===== config.mk =====
export PLATFORM = sky130hd
export DESIGN_NAME = bus_pack_v1_0
export DESIGN_NICKNAME = d
export VERILOG_FILES = /design/src/rtl/bus_pack_v1_0.sv
export SDC_FILE = /design/constraint.sdc
export NUM_CORES = 1
export LEC_CHECK = 0
export ABC_AREA = 1
export CORE_MARGIN = 3
export CORE_UTILIZATION = 46
export CTS_BUF_LIST = sky130_fd_sc_hd__clkbuf_16
export DETAILED_ROUTE_END_ITERATION = 6
export PLACE_DENSITY_LB_ADDON = 0.05
export SLEW_MARGIN = 20
export SYNTH_ARGS = -nofsm -noshare
export SYNTH_HDL_FRONTEND = slang
export SYNTH_SLANG_ARGS = --single-unit

===== constraint.sdc =====
create_clock -name clock -period 1.5 [get_ports clock]
set_input_delay 0.15 -clock clock [delete_from_list [all_inputs] [get_ports clock]]
set_output_delay 0.15 -clock clock [all_outputs]
set_load 0.02 [all_outputs]

===== src/rtl/bus_pack_v1_0.sv =====
// Packs `ratio` narrow words (first word in lane 0) into one wide word, with flush for partial words.
// out_valid follows the final accept by one cycle; in_ready drops while a word waits for out_ready.
module bus_pack_v1_0 #(
    parameter int in_width = 8,
    parameter int ratio    = 4
) (
    input  logic                         clock,
    input  logic                         reset,
    input  logic [in_width-1:0]          in_data,
    input  logic                         in_valid,
    output logic                         in_ready,
    input  logic                         flush,
    output logic [in_width*ratio-1:0]    out_data,
    output logic                         out_valid,
    input  logic                         out_ready,
    output logic [$clog2(ratio):0]       out_count
);

    localparam int cnt_w = $clog2(ratio) + 1;

    typedef enum logic {
        fill_st,
        hold_st
    } state_t;

    state_t                      state;
    state_t                      state_nxt;
    logic [cnt_w-1:0]            cnt;
    logic [cnt_w-1:0]            cnt_nxt;
    logic [in_width*ratio-1:0]   data_q;
    logic [in_width*ratio-1:0]   data_nxt;
    logic                        in_acc;
    logic                        out_acc;

    // in_ready is held low while reset is asserted, even though the state is already FILL.
    assign in_ready  = (state == fill_st) && reset;
    assign out_valid = (state == hold_st);
    assign in_acc    = in_valid && in_ready;
    assign out_acc   = out_valid && out_ready;
    assign out_data  = data_q;
    assign out_count = cnt;

    always_comb begin
        state_nxt = state;
        cnt_nxt   = cnt;
        data_nxt  = data_q;
        case (state)
            fill_st: begin
                if (in_acc) begin
                    for (int k = 0; k < ratio; k++) begin
                        if (cnt == cnt_w'(k)) begin
                            data_nxt[k*in_width +: in_width] = in_data;
                        end
                    end
                    cnt_nxt = cnt + cnt_w'(1);
                    if (cnt == cnt_w'(ratio - 1) || flush) begin
                        state_nxt = hold_st;
                    end
                end else if (flush && cnt != '0) begin
                    state_nxt = hold_st;
                end
            end
            hold_st: begin
                // Clearing on drain keeps unused lanes zero for the next partial word.
                if (out_acc) begin
                    state_nxt = fill_st;
                    cnt_nxt   = '0;
                    data_nxt  = '0;
                end
            end
            default: begin
                state_nxt = fill_st;
                cnt_nxt   = '0;
                data_nxt  = '0;
            end
        endcase
    end

    always_ff @(posedge clock) begin
        if (!reset) begin
            state  <= fill_st;
            cnt    <= '0;
            data_q <= '0;
        end else begin
            state  <= state_nxt;
            cnt    <= cnt_nxt;
            data_q <= data_nxt;
        end
    end

endmodule

* Word-level counts from Yosys, hierarchy flattened
Index checks and enable logic that the tools add are counted.
** Word-level totals
- Register bits after elaboration :: 36
- Input port bits :: 13
- Word-level logic and storage cells :: 44
** Operators by class
- Add/sub/neg operators :: 1
- Equality and inequality tests :: 9
- Mux-type cells :: 15
- Bitwise gates (word level) :: 1
- Reductions and logical operators :: 12
** Operator list (number)
- 2-to-1 mux 32 bit :: 2
- case mux 32 bit (2 select lines) :: 1
- 2-to-1 mux 8 bit :: 4
- AND reduction 3 bit :: 4
- inequality test 2 x 1 -> 1 bit, second input constant :: 5
- == test 3 x 2 -> 1 bit, second input constant :: 2
- 2-to-1 mux 3 bit :: 2
- case mux 3 bit (2 select lines) :: 1
- logical AND 1 bit :: 4
- 2-to-1 mux 1 bit :: 4
- adder 3 x 1 -> 3 bit, second input constant :: 1
- == test 3 x 1 -> 1 bit, second input constant :: 1
- zero test 3 bit :: 1
- nonzero test 3 bit :: 1
- inequality test 2 bit, second input constant :: 1
- case mux 1 bit (2 select lines) :: 1
- AND reduction 2 bit :: 1
- logical OR 1 bit :: 1
- inverter 1 bit :: 1

* Longest topological paths before layout
- Word-level depth :: 5
- Depth in mapped cells :: 9

* Worst setup path after synthesis
OpenSTA, ideal clock, no wires.
- Path type :: register to register
- Start :: reg cnt[0], in the netlist out_count[0]
- End :: reg data_q[3], in the netlist out_data[3]
- Library setup time :: 0.113 ns
- Arrival :: 1.303 ns
- Setup slack :: 0.084 ns
- Stages on the path, launching flop included :: 10
- Path buffers :: 1
- Period minus slack after synthesis :: 1.416 ns
- Cell sequence :: dfxtp_1 inv_1 ha_1 nand2_1 nand2_1 nand2_4 buf_6 nand2_2 nand2_1 nor2_1
** On the way
- Longest elaborated chain between the ends :: 3
** RTL lines
- start: declaration :: RTL line 28 : logic [cnt_w-1:0] cnt;
- start signal: assignment :: RTL line 86 : cnt <= cnt_nxt;
- zero test 3 bit :: RTL line 51 : if (cnt == cnt_w'(k)) begin
- inequality test 2 x 1 -> 1 bit (no source line)
- AND reduction 3 bit (no source line)
- end signal: assignment :: RTL line 87 : data_q <= data_nxt;
- end: declaration :: RTL line 30 : logic [in_width*ratio-1:0] data_q;
No other way between the ends.
A chain may end at the register's enable or synchronous reset.

* Final worst setup path
- Start :: reg cnt[1], in the netlist out_count[1]
- End :: out out_count[1]
** RTL lines
- end: declaration :: RTL line 16 : output logic [$clog2(ratio):0] out_count
No word-level cell between the ends.

==> flow_summary.ini <==
[power]
peakVddDrop_mv = 1.11
power_density_mw_per_mm2 = 1150
finalPower_mw = 2.73
power.share.sequential_pct = 38.0
p_int_mw = 2.00
p_sw_uw = 728
pwr-share-comb_pct = 19.2
clockPowerShare_pct = 42.8
power_leakage_nw = 0.989
switching_share_pct = 26.7

[worst_hold_path]
whs_path_depth = 3
hold_class = in2reg

[outcome]
status = complete, no violations

[drt]
post_drt_via_cell_ratio = 4.86
antenna_left = 0
drt_iter0_markers = 146
drtPass1Iterations = 4
wl_per_cell_um = 12.7
drt-total-wl_um = 4060
via_count = 1556
drcViolationCount = 0

[setup_path]
critPathTopFamily = buffers and inverters
crit_buf_inv = 1
cp_slowest_stage_delay_ps = 630
worst-setup-path-type = reg2out
cp.arrival_ps = 1290
cp_max_fo = 4
crit_chain = clkdlybuf4s50_1
critPathRequiredTime_ps = 1350
slowest_stage = clkdlybuf4s50_1
reg2regPathDepth = 8
cp-end-kind = output port
cp-start-kind = register
crit_cells = 1

[cells_and_area]
final_cell_area_mm2 = 0.00238
nets = 293
final_cell_mix = clkdlybuf4s50_1 (47), nand2_1 (42), dfxtp_1 (34)
final_common_cell = clkdlybuf4s50_1
multi_input_comb_area_um2 = 733
regArea_um2 = 723
final.fill_count = 248
syn2layout_area_growth_pct = 50.1
drive_above_1_share_pct = 14.5
antenna_cells = 0

[clock_tree]
insertion_delay_ps = 280
h-tree-depth = 2
postCtsHoldBufs = 0
cts_tree = built
cts_root_buffer = clkbuf_16
numCtsBuffers = 5
cts_buffer_depth = 2
clk_pin_slew_ps = 60
cts.sink_count = 36

[global_routing]
grt-ovfl-total = 0
grt_max_degree = 26
grt_pass1_wl_um = 6870
met3_usage_pct = 6.76
track_usage_pct = 21.0
first_global_vias = 1486
met1_usage_pct = 27.2
busiest_layer = met2
antenna_found_initial = 0
grtUsageMet2_pct = 33.5

[timing]
timing.fmax_ghz = 0.692
hold_viol_final = 0
tightest_slew_ps = 453
rsz0062_at_grt = false
setup_viol = 0
worst_clock_skew_ps = 2.27
report.final.slew_viol_count = 0
relSlewSlack_pct = 69.7
period_share_pct = 96.3
period_minus_slack_ps = 1440

[placement]
dp_hpwl_um = 2890
place_area_mm2 = 0.00221
gp_congestion = 0.857
io_buffers = 49

[synth]
ys_warn_count = 0
syn_inst = 210
ys_types = 22
synth_seq_area_share_pct = 45.4
mappedNetlistNets = 228
mappedNetlistArea_mm2 = 0.00159
ys_ff_latch = 36
avgSynthCellArea_um2 = 7.56

[flow_run]
max-cap-violations = 0

[die]
die_x_um = 64.8
rows = 20
die_height_um = 64.8
pin_count = 50
initial_core_util_pct = 50.0
dieArea_mm2 = 0.00419
core_mm2 = 0.00318
-- cells by family (layout without fill, tap and decap cells) --
| kind of cell | Yosys count | after routing | synth area share [%] |
|---|---|---|---|
| and+or+nand+nor | 110 | 111 | 32.9 |
| DFF | 36 | 36 | 45.4 |
| buffers and inverters | 31 | 96 | 8.83 |
| AOI/OAI and AO/OA | 28 | 28 | 8.98 |
| adders and majority gates | 5 | 5 | 3.94 |
-- final timing paths --
| path | from | to | slack, ps |
|---|---|---|---|
| worst min register to register | out_data[23] | out_data[23] | 460 |
| worst max register to register | out_count[1] | out_data[4] | 120 |
| worst min-delay path | flush | out_valid | 460 |
| worst max-delay path | out_count[1] | out_count[1] | 60 |
-- routing by layer --
metal	vias up	part of all wire (%)
met4	0	0.89
li1	800	-
met3	5	4.9
met1	704	46
met5	-	0
met2	47	49
-- per-stage QoR --
stage                     hold WS (ps)  std cells  TNS (ps)  util, %  setup slack, ps
after floorplan                    293        210         0        -             84.2
after global placement             448        311      -207     69.6            -73.2
after detailed placement           452        311      -304     69.6            -87.3
after CTS                          459        319         0     74.7             23.7
after global routing               473        320         0     75.0            0.585
final                              457        320         0     75.0             55.3
-- final cells by class --
| class | instances | area share [%] |
|---|---|---|
| clock buffers | 5 | 5.25 |
| clock inverters | 3 | 1.63 |
| inverters | 23 | 3.67 |
| multi-input cells | 144 | 30.8 |
| flip-flops and latches | 36 | 30.3 |
| well taps | 44 | 2.31 |
| repair buffers | 65 | 26.0 |
-- power by group through the flow --
stage,Clock [mW],Sequential [mW],Combinational (mW)
final,1.17,1.04,0.523
after global routing,1.21,1.05,0.572
after CTS,1.17,1.04,0.515
after detailed placement,0,1.06,0.515
after global placement,0,1.06,0.509
after floorplan,0,1.11,0.241
-- registers in the layout (all words and copies together) (netlist names) --
register / count
out_count: 3
out_valid: 1
out_data: 32
-- cell usage after synthesis --
master / count / area [µm²]
nor2_4: 2 / 22.5
buf_4: 1 / 7.51
ha_1: 5 / 62.6
o31ai_1: 1 / 7.51
inv_2: 1 / 3.75
buf_2: 3 / 15.0
nor2_1: 26 / 97.6
nand4_1: 1 / 6.26
clkinv_2: 1 / 5.00
dfxtp_1: 36 / 721
nand2_2: 6 / 37.5
nand3b_1: 2 / 15.0
a21oi_1: 26 / 130
nand3_1: 27 / 135
nand2_4: 2 / 22.5
clkbuf_1: 2 / 7.51
nand2_1: 42 / 158
nand3_2: 1 / 10.0
inv_1: 21 / 78.8
nand3_4: 1 / 17.5
buf_6: 2 / 22.5
o21ai_0: 1 / 5.00
-- repair_timing --
| item | in CTS | in global routing |
|---|---|---|
| cloned | 0 | 1 |
| gates resized for setup | 2 | 2 |
| endpoints found under the setup margin | 2 | 14 |
| pin swaps | 0 | 1 |
| setup buffers | 0 | 0 |
Power figures use the tool's default switching activity.
